## config.mk

```make
export PLATFORM = sky130hd
export DESIGN_NAME = pow2_div_ctrl
export DESIGN_NICKNAME = d
export VERILOG_FILES = /design/src/rtl/pow2_div_ctrl_pkg.sv /design/src/rtl/pow2_div_counter.sv /design/src/rtl/pow2_div_ctrl.sv
export SDC_FILE = /design/constraint.sdc
export NUM_CORES = 1
export LEC_CHECK = 0
export CAP_MARGIN = 20
export CORE_ASPECT_RATIO = 0.75
export CORE_UTILIZATION = 50
export CTS_BUF_LIST = sky130_fd_sc_hd__clkbuf_4 sky130_fd_sc_hd__clkbuf_8
export DETAILED_ROUTE_END_ITERATION = 10
export PLACE_DENSITY_LB_ADDON = 0.2
export SETUP_SLACK_MARGIN = 0.05
export SYNTH_ARGS = -nofsm -noshare
export SYNTH_HDL_FRONTEND = slang
export SYNTH_HIERARCHICAL = 1
export SYNTH_SLANG_ARGS = --single-unit
```

## constraint.sdc

```tcl
create_clock -name clock -period 4.1 [get_ports clock]
set_clock_uncertainty 0.2 [all_clocks]
set_input_delay 0.82 -clock clock [delete_from_list [all_inputs] [get_ports clock]]
set_output_delay 0.82 -clock clock [all_outputs]
set_load 0.05 [all_outputs]
```

## src/rtl/pow2_div_ctrl_pkg.sv

```systemverilog
// Shared types and constants for the power-of-two clock divider controller.
package pow2_div_ctrl_pkg;

  localparam int DEF_LOG2_W   = 4;
  localparam int DEF_MAX_LOG2 = 15;
  localparam int TICK_CNT_W   = 16;

  typedef enum logic [1:0] {
    ST_IDLE = 2'd0,
    ST_RUN  = 2'd1,
    ST_PEND = 2'd2
  } state_e;

endpackage

```

## src/rtl/pow2_div_counter.sv

```systemverilog
// Period counter for pow2_div_ctrl: counts 0 .. 2^cur-1 and wraps.
// Reports the terminal count (hit) and the divided-clock level bit.
module pow2_div_counter
  import pow2_div_ctrl_pkg::*;
#(
  parameter int LOG2_W   = DEF_LOG2_W,
  parameter int MAX_LOG2 = DEF_MAX_LOG2
) (
  input  logic              clock,
  input  logic              reset,
  input  logic              clr,
  input  logic              adv,
  input  logic [LOG2_W-1:0] cur,
  output logic              hit,
  output logic              level
);

  localparam int CW = MAX_LOG2 + 1;

  logic [MAX_LOG2-1:0] cnt_q, cnt_d;
  logic [CW-1:0]       one_sh, term, half;

  // Terminal/level decode from the held count, and next-count selection.
  always_comb begin
    one_sh = CW'(1) << cur;
    term   = one_sh - CW'(1);
    half   = one_sh >> 1;
    hit    = ({1'b0, cnt_q} == term);
    // Level is the top bit of the period: cnt[cur-1]; with cur=0 it sits high.
    level  = (cur == '0) ? 1'b1 : (({1'b0, cnt_q} & half) != '0);
    cnt_d  = cnt_q;
    if (clr)      cnt_d = '0;
    else if (adv) cnt_d = hit ? '0 : cnt_q + MAX_LOG2'(1);
  end

  // Count register.
  always_ff @(posedge clock) begin
    if (reset) cnt_q <= '0;
    else       cnt_q <= cnt_d;
  end

endmodule

```

## src/rtl/pow2_div_ctrl.sv

```systemverilog
// Power-of-two clock divider controller: IDLE/RUN/PEND FSM with a
// valid/ready exponent-change handshake. New exponents taken while running
// are held until the end of the current period so the output never glitches.
// Optional macro POW2_DIV_CTRL_TICK_CNT_EN adds a free-running 16-bit
// io_tick_count output cleared only by reset.
module pow2_div_ctrl
  import pow2_div_ctrl_pkg::*;
#(
  parameter int LOG2_W   = DEF_LOG2_W,
  parameter int MAX_LOG2 = DEF_MAX_LOG2
) (
  input  logic              clock,
  input  logic              reset,
  input  logic              io_enable,
  input  logic              io_req_valid,
  output logic              io_req_ready,
  input  logic [LOG2_W-1:0] io_req_log2,
  output logic              io_tick,
  output logic              io_clk_level,
  output logic [LOG2_W-1:0] io_cur_log2,
  output logic              io_busy
`ifdef POW2_DIV_CTRL_TICK_CNT_EN
  ,
  output logic [TICK_CNT_W-1:0] io_tick_count
`endif
);

  localparam logic [LOG2_W-1:0] MAX_K = LOG2_W'(MAX_LOG2);

  state_e            state_q, state_d;
  logic [LOG2_W-1:0] cur_q, cur_d;
  logic [LOG2_W-1:0] pend_q, pend_d;
  logic              ready_q, ready_d;
  logic [LOG2_W-1:0] req_k;
  logic              acc, clr, adv, hit, lvl, running;

  pow2_div_counter #(
    .LOG2_W  (LOG2_W),
    .MAX_LOG2(MAX_LOG2)
  ) u_cnt (
    .clock(clock),
    .reset(reset),
    .clr  (clr),
    .adv  (adv),
    .cur  (cur_q),
    .hit  (hit),
    .level(lvl)
  );

  // Outputs decode from registered state only.
  assign running      = (state_q != ST_IDLE);
  assign io_tick      = running & hit;
  assign io_clk_level = running & lvl;
  assign io_busy      = (state_q == ST_PEND);
  assign io_req_ready = ready_q;
  assign io_cur_log2  = cur_q;

  // Next-state, exponent update and counter control.
  always_comb begin
    state_d = state_q;
    cur_d   = cur_q;
    pend_d  = pend_q;
    clr     = 1'b0;
    adv     = 1'b0;
    acc     = io_req_valid & ready_q;
    req_k   = (io_req_log2 > MAX_K) ? MAX_K : io_req_log2;
    case (state_q)
      ST_IDLE: begin
        clr = 1'b1;
        if (acc)       cur_d   = req_k;
        if (io_enable) state_d = ST_RUN;
      end
      ST_RUN: begin
        if (!io_enable) begin
          // Stopping: a same-cycle request lands directly in IDLE.
          state_d = ST_IDLE;
          clr     = 1'b1;
          if (acc) cur_d = req_k;
        end else begin
          adv = 1'b1;
          if (acc) begin
            state_d = ST_PEND;
            pend_d  = req_k;
          end
        end
      end
      ST_PEND: begin
        if (!io_enable) begin
          state_d = ST_IDLE;
          clr     = 1'b1;
          cur_d   = pend_q;
          pend_d  = '0;
        end else begin
          adv = 1'b1;
          // Swap ratio only at the period boundary; counter wraps to 0 here.
          if (hit) begin
            state_d = ST_RUN;
            cur_d   = pend_q;
            pend_d  = '0;
          end
        end
      end
      default: state_d = ST_IDLE;
    endcase
    ready_d = (state_d != ST_PEND);
  end

  // State registers; ready held low through reset.
  always_ff @(posedge clock) begin
    if (reset) begin
      state_q <= ST_IDLE;
      cur_q   <= '0;
      pend_q  <= '0;
      ready_q <= 1'b0;
    end else begin
      state_q <= state_d;
      cur_q   <= cur_d;
      pend_q  <= pend_d;
      ready_q <= ready_d;
    end
  end

`ifdef POW2_DIV_CTRL_TICK_CNT_EN
  logic [TICK_CNT_W-1:0] tcnt_q, tcnt_d;

  // Tick counter, wraps naturally at 0xFFFF.
  always_comb tcnt_d = io_tick ? tcnt_q + TICK_CNT_W'(1) : tcnt_q;

  // Tick counter register.
  always_ff @(posedge clock) begin
    if (reset) tcnt_q <= '0;
    else       tcnt_q <= tcnt_d;
  end

  assign io_tick_count = tcnt_q;
`endif

endmodule

```

* After elaboration in Yosys (flattened, before gate mapping)
Cells that the tools add are included.
Storage, ports and cells: register bits 26, bits of input ports 8, memories 0, RAM bits 0, bits in latches 0, output and inout port bits 8, ROM bits 0, word-level logic and storage cells 54
Cells by class: shift operators 1, bitwise gates (word level) 4, multipliers 0, reductions and logical operators 10, equality and inequality tests 8, divide/modulo/power cells 0, mux-type cells 23, magnitude comparators 1, add/sub/neg operators 2
Operator list (count):
- 2-to-1 mux 4 bit | 9
- equality test 15 x 16 -> 1 bit | 1
- nonzero test 16 bit | 1
- << shifter 1 x 4 -> 16 bit, first input constant | 1
- subtractor 16 x 1 -> 16 bit, second input constant | 1
- adder 15 x 1 -> 15 bit, second input constant | 1
- bitwise AND 15 bit | 1
- 2-to-1 mux 15 bit | 1
- case mux 4 bit (3 select lines) | 1
- 2-to-1 mux 2 bit | 5
- != test 2 bit, second input constant | 4
- case mux 4 bit (2 select lines) | 1
- case mux 2 bit (3 select lines) | 1
- greater-than comparator 4 bit, second input constant | 1
- zero test 4 bit | 1
- 2-to-1 mux 1 bit | 4
- AND reduction 4 bit | 1
- nonzero test 2 bit | 2
- OR reduction 2 bit | 2
- bitwise AND 1 bit | 3
- != test 3 x 2 -> 1 bit, second input constant | 1
- AND reduction 3 bit | 1
- nonzero test 3 bit | 1
- equality test 2 x 1 -> 1 bit, second input constant | 1
- other kinds (3) | 3

* Logic depth before layout (Yosys ltp)
depth after elaboration 7, gate-level depth with buffers 16, depth with buffers taken out 12

* By module
The synthesis kept the hierarchy.
By module, submodules not included:
- pow2_div_counter | seq. area each 300.3 µm², area an instance 1418.9 µm², cells each 182, times used 1
- pow2_div_ctrl | seq. area each 220.2 µm², area an instance 624.3 µm², cells each 70, times used 1

* Least setup slack after synthesis
Ideal clock, no wire load.
path kind register to output, start register cur_q[1], in the netlist io_cur_log2[1], end output port io_tick, arrival time 3.642 ns, required time 3.080 ns, setup slack -0.562 ns, path buffers 1, stages on the path, launching flop included 10, cell sequence dfxtp_1 buf_4 or4_2 ha_1 or4b_1 a31oi_1 or4_2 o2111ai_4 nor3_1 nor2b_1
On the way: longest elaborated chain between the ends 4
RTL lines:
- start: declaration | RTL line pow2_div_ctrl.sv:31 | logic [LOG2_W-1:0] cur_q, cur_d;
- start signal: assignment | RTL line pow2_div_ctrl.sv:117 | cur_q <= cur_d;
- << shifter 1 x 4 -> 16 bit | RTL line pow2_div_counter.sv:25 | one_sh = CW'(1) << cur;
- subtractor 16 x 1 -> 16 bit | RTL line pow2_div_counter.sv:26 | term = one_sh - CW'(1);
- equality test 15 x 16 -> 1 bit | RTL line pow2_div_counter.sv:28 | hit = ({1'b0, cnt_q} == term);
- named net hit | RTL line pow2_div_ctrl.sv:35 | logic acc, clr, adv, hit, lvl, running;
- bitwise AND 1 bit | RTL line pow2_div_ctrl.sv:52 | assign io_tick = running & hit;
- end: declaration | RTL line pow2_div_ctrl.sv:18 | output logic io_tick,
The timed path passes the listed nets, and every way through them passes these cells.

* Worst setup path in the final report
Ends and elaborated chain as after synthesis.

==> flow_summary_export.csv <==
group,metric,value,unit
placement,dp_hpwl,3420,um
hold_path,hold_class,"reg -> reg",
placement,gp_congestion,0.856,
sta,finalHoldViolCount,0,
yosys,ys_top_cells_by_area,"dfxtp_1 (25%), nor2_1 (4.8%), xnor2_1 (3.9%), xor2_1 (3.9%), a21oi_1 (3.7%)",
worst_setup_path,end_kind,"primary output",
yosys,synth_area_leader_cell,"dfxtp_1",
yosys,synth_nets,266,
clock_tree,cts.htree.levels,1,
yosys,ys_types,58,
sta,rsz0062_at_grt,"no",
power,power.density,281,nW/um^2
finish,fillers,343,
yosys,syn_area,2040,um^2
sta,fmax,254,MHz
clock_tree,max-clock-path-buffers,2,
yosys,synthArstFlopShare,0,
drt,avgViaCountPerCell,5.98,
sta,min_period,3930,ps
yosys,avgSynthCellArea,8.11,um^2
grt,antenna_found_initial,0,
power,leakagePower,0.000763,uW
grt,grt_usage,0.235,
power,ir_drop,0.000169,V
sta,report.final.slew_viol_count,0,
grt,grt_pass1_vias,1562,
drt,drt_pre_antenna_iters,5,
sta,worstMarginPinSlew,524,ps
worst_setup_path,critPathMaxFanout,6,
sta,maxSlewHeadroom,0.646,
clock_tree,clkTransAtPathRegs,100,ps
finish,n_antenna_cell,0,
finish,final_nets,278,
clock_tree,cts_inserted_buffers,3,
yosys,netlist.area_leader.share,0.255,
job,cap_viol_max_count,0,
drt,num_vias,1885,
die,rows,19,
finish,drive_gt1_frac,0.133,
worst_setup_path,startpoint_type,"flop",
clock_tree,clock_sinks,26,
power,p_total,646,uW
placement,placed_cell_area,2210,um^2
drt,antenna_left,0,
placement,pre_cts_slack,232,ps
yosys,synth_edf_count,0,
outcome,run_status,"completed",
grt,grt_overflow_total,0,
sta,setup_ws,167,ps
grt,grt_pass1_wl,7870,um
drt,drt_iter0_drc,213,
worst_setup_path,arrival,2910,ps
worst_setup_path,required,3080,ps
finish,post-route-util,0.608,
die,die-area,4350,um^2
yosys,yosys_most_used_dff,"dfxtp_1",
finish,design_area,2300,um^2
die,core,3780,um^2
yosys,ys_ff_latch,26,
finish,multi_input_area,1390,um^2
sta,finalCritPeriodShare,0.959,
worst_setup_path,criticalPathCategory,"reg -> out",
drt,wl_per_cell,15.0,um
yosys,yosysWarnings,6,
finish,mostFrequentLayoutCells,"nor2_1 (26), dfxtp_1 (23), nand2_1 (19)",
yosys,ys_seq_area_frac,0.255,
finish,final_common_cell,"nor2_1",
sta,setup-tns-final,0,ps
drt,wl,4730,um
sta,setup_viol,0,
placement,port_buffers,15,
clock_tree,cts_tree,"built",
die,ios,16,
drt,route.detailed.drc,0,
yosys,syn_inst,252,
die,dieHeight,57.4,um
clock_tree,root_buffer,"clkbuf_8",
clock_tree,clk_latency,270,ps
finish,seq_area,524,um^2
finish,area_growth,12.6,%
die,fp.dieW,75.8,um
die,initial_utilization,0.541,
clock_tree,hold_buffers,0,
grt,grt_max_degree,29,
## sequential cells by signal, summed over array words and instances (netlist names)
register	flops
pend_q	4
state_q	2
io_req_ready	1
u_cnt/cnt_q	15
io_cur_log2	4
## cell families after synthesis
family	share of synthesized area
buffers and inverters	0.0845
xor gates and xnor gates	0.0772
adders and majority gates	0.0367
DFF	0.255
muxes	0.0355
and+or+nand+nor	0.269
AOI/OAI and AO/OA	0.243
## timing repair
action | 4_1_cts | 5_1_grt
gates resized for setup | 3 | 3
pin swaps | 1 | 1
setup buffers | 0 | 1
hold endpoints to repair | 0 | 0
gates cloned | 0 | 0
endpoints found under the setup margin | 1 | 1
## path summary, 6_finish.rpt
check,from,to,slack [ps],depth (start not counted)
worst min register to register,pend_q[0]$_SDFFE_PP0P_,pend_q[0]$_SDFFE_PP0P_,320,2
worst min-delay path,pend_q[0]$_SDFFE_PP0P_,pend_q[0]$_SDFFE_PP0P_,320,2
worst max register to register,io_cur_log2[1]$_SDFFE_PP0P_,io_cur_log2[1]$_SDFFE_PP0P_,580,12
worst max-delay path,io_cur_log2[1]$_SDFFE_PP0P_,io_tick,170,9
## cell usage after synthesis (5+ instances only)
cell,instances
a21oi_1,15
a31oi_1,7
and3_1,5
dfxtp_1,26
ha_1,6
inv_1,10
mux2i_1,5
nand2_1,19
nand2b_1,5
nand3_1,5
nor2_1,26
nor3_1,9
o211ai_1,5
o21ai_0,11
xnor2_1,9
xor2_1,9
## layout make-up
type                    instances  share of cell area
clock buffers                   4              0.0239
inverters                      11              0.0180
multi-input cells             199               0.603
flip-flops and latches         26               0.228
well taps                      52              0.0283
repair buffers                 23              0.0990
## routing by layer
| layer | share of wire | GRT usage | vias up | wire (um) |
|---|---|---|---|---|
| li1 | - | - | 948 | - |
| met3 | 0.064 | 0.0424 | 2 | 303 |
| met2 | 0.41 | 0.311 | 53 | 1930 |
| met5 | 0 | 0 | - | 0 |
| met1 | 0.52 | 0.392 | 882 | 2480 |
| met4 | 0.0038 | 0.0317 | 0 | 18 |
## stage by stage
stage	hold slack (ps)	std cells
4_1_cts	322	314
3_5_place_dp	299	310
6_report	321	315
5_1_grt	362	315
3_3_place_gp	286	310
2_1_floorplan	270	252
## where the power goes
| group | internal, uW | switching, uW | leakage, uW | total, uW |
|---|---|---|---|---|
| combinational | 86.9 | 124 | 0.000522 | 211 |
| sequential | 258 | 6.22 | 0.000212 | 265 |
| clock | 86.0 | 84.3 | 0.0000288 | 170 |
## critical path, stage by stage, from the launching register on
cell and delay (ps):
dfxtp_2 330, or4_4 560, ha_4 200, or4b_1 460
a31oi_1 160, or4_2 150, o2111ai_4 180, nor3_4 250
nor2b_4 200, buf_12 140
Note: power is estimated with default switching activity, not from simulation.
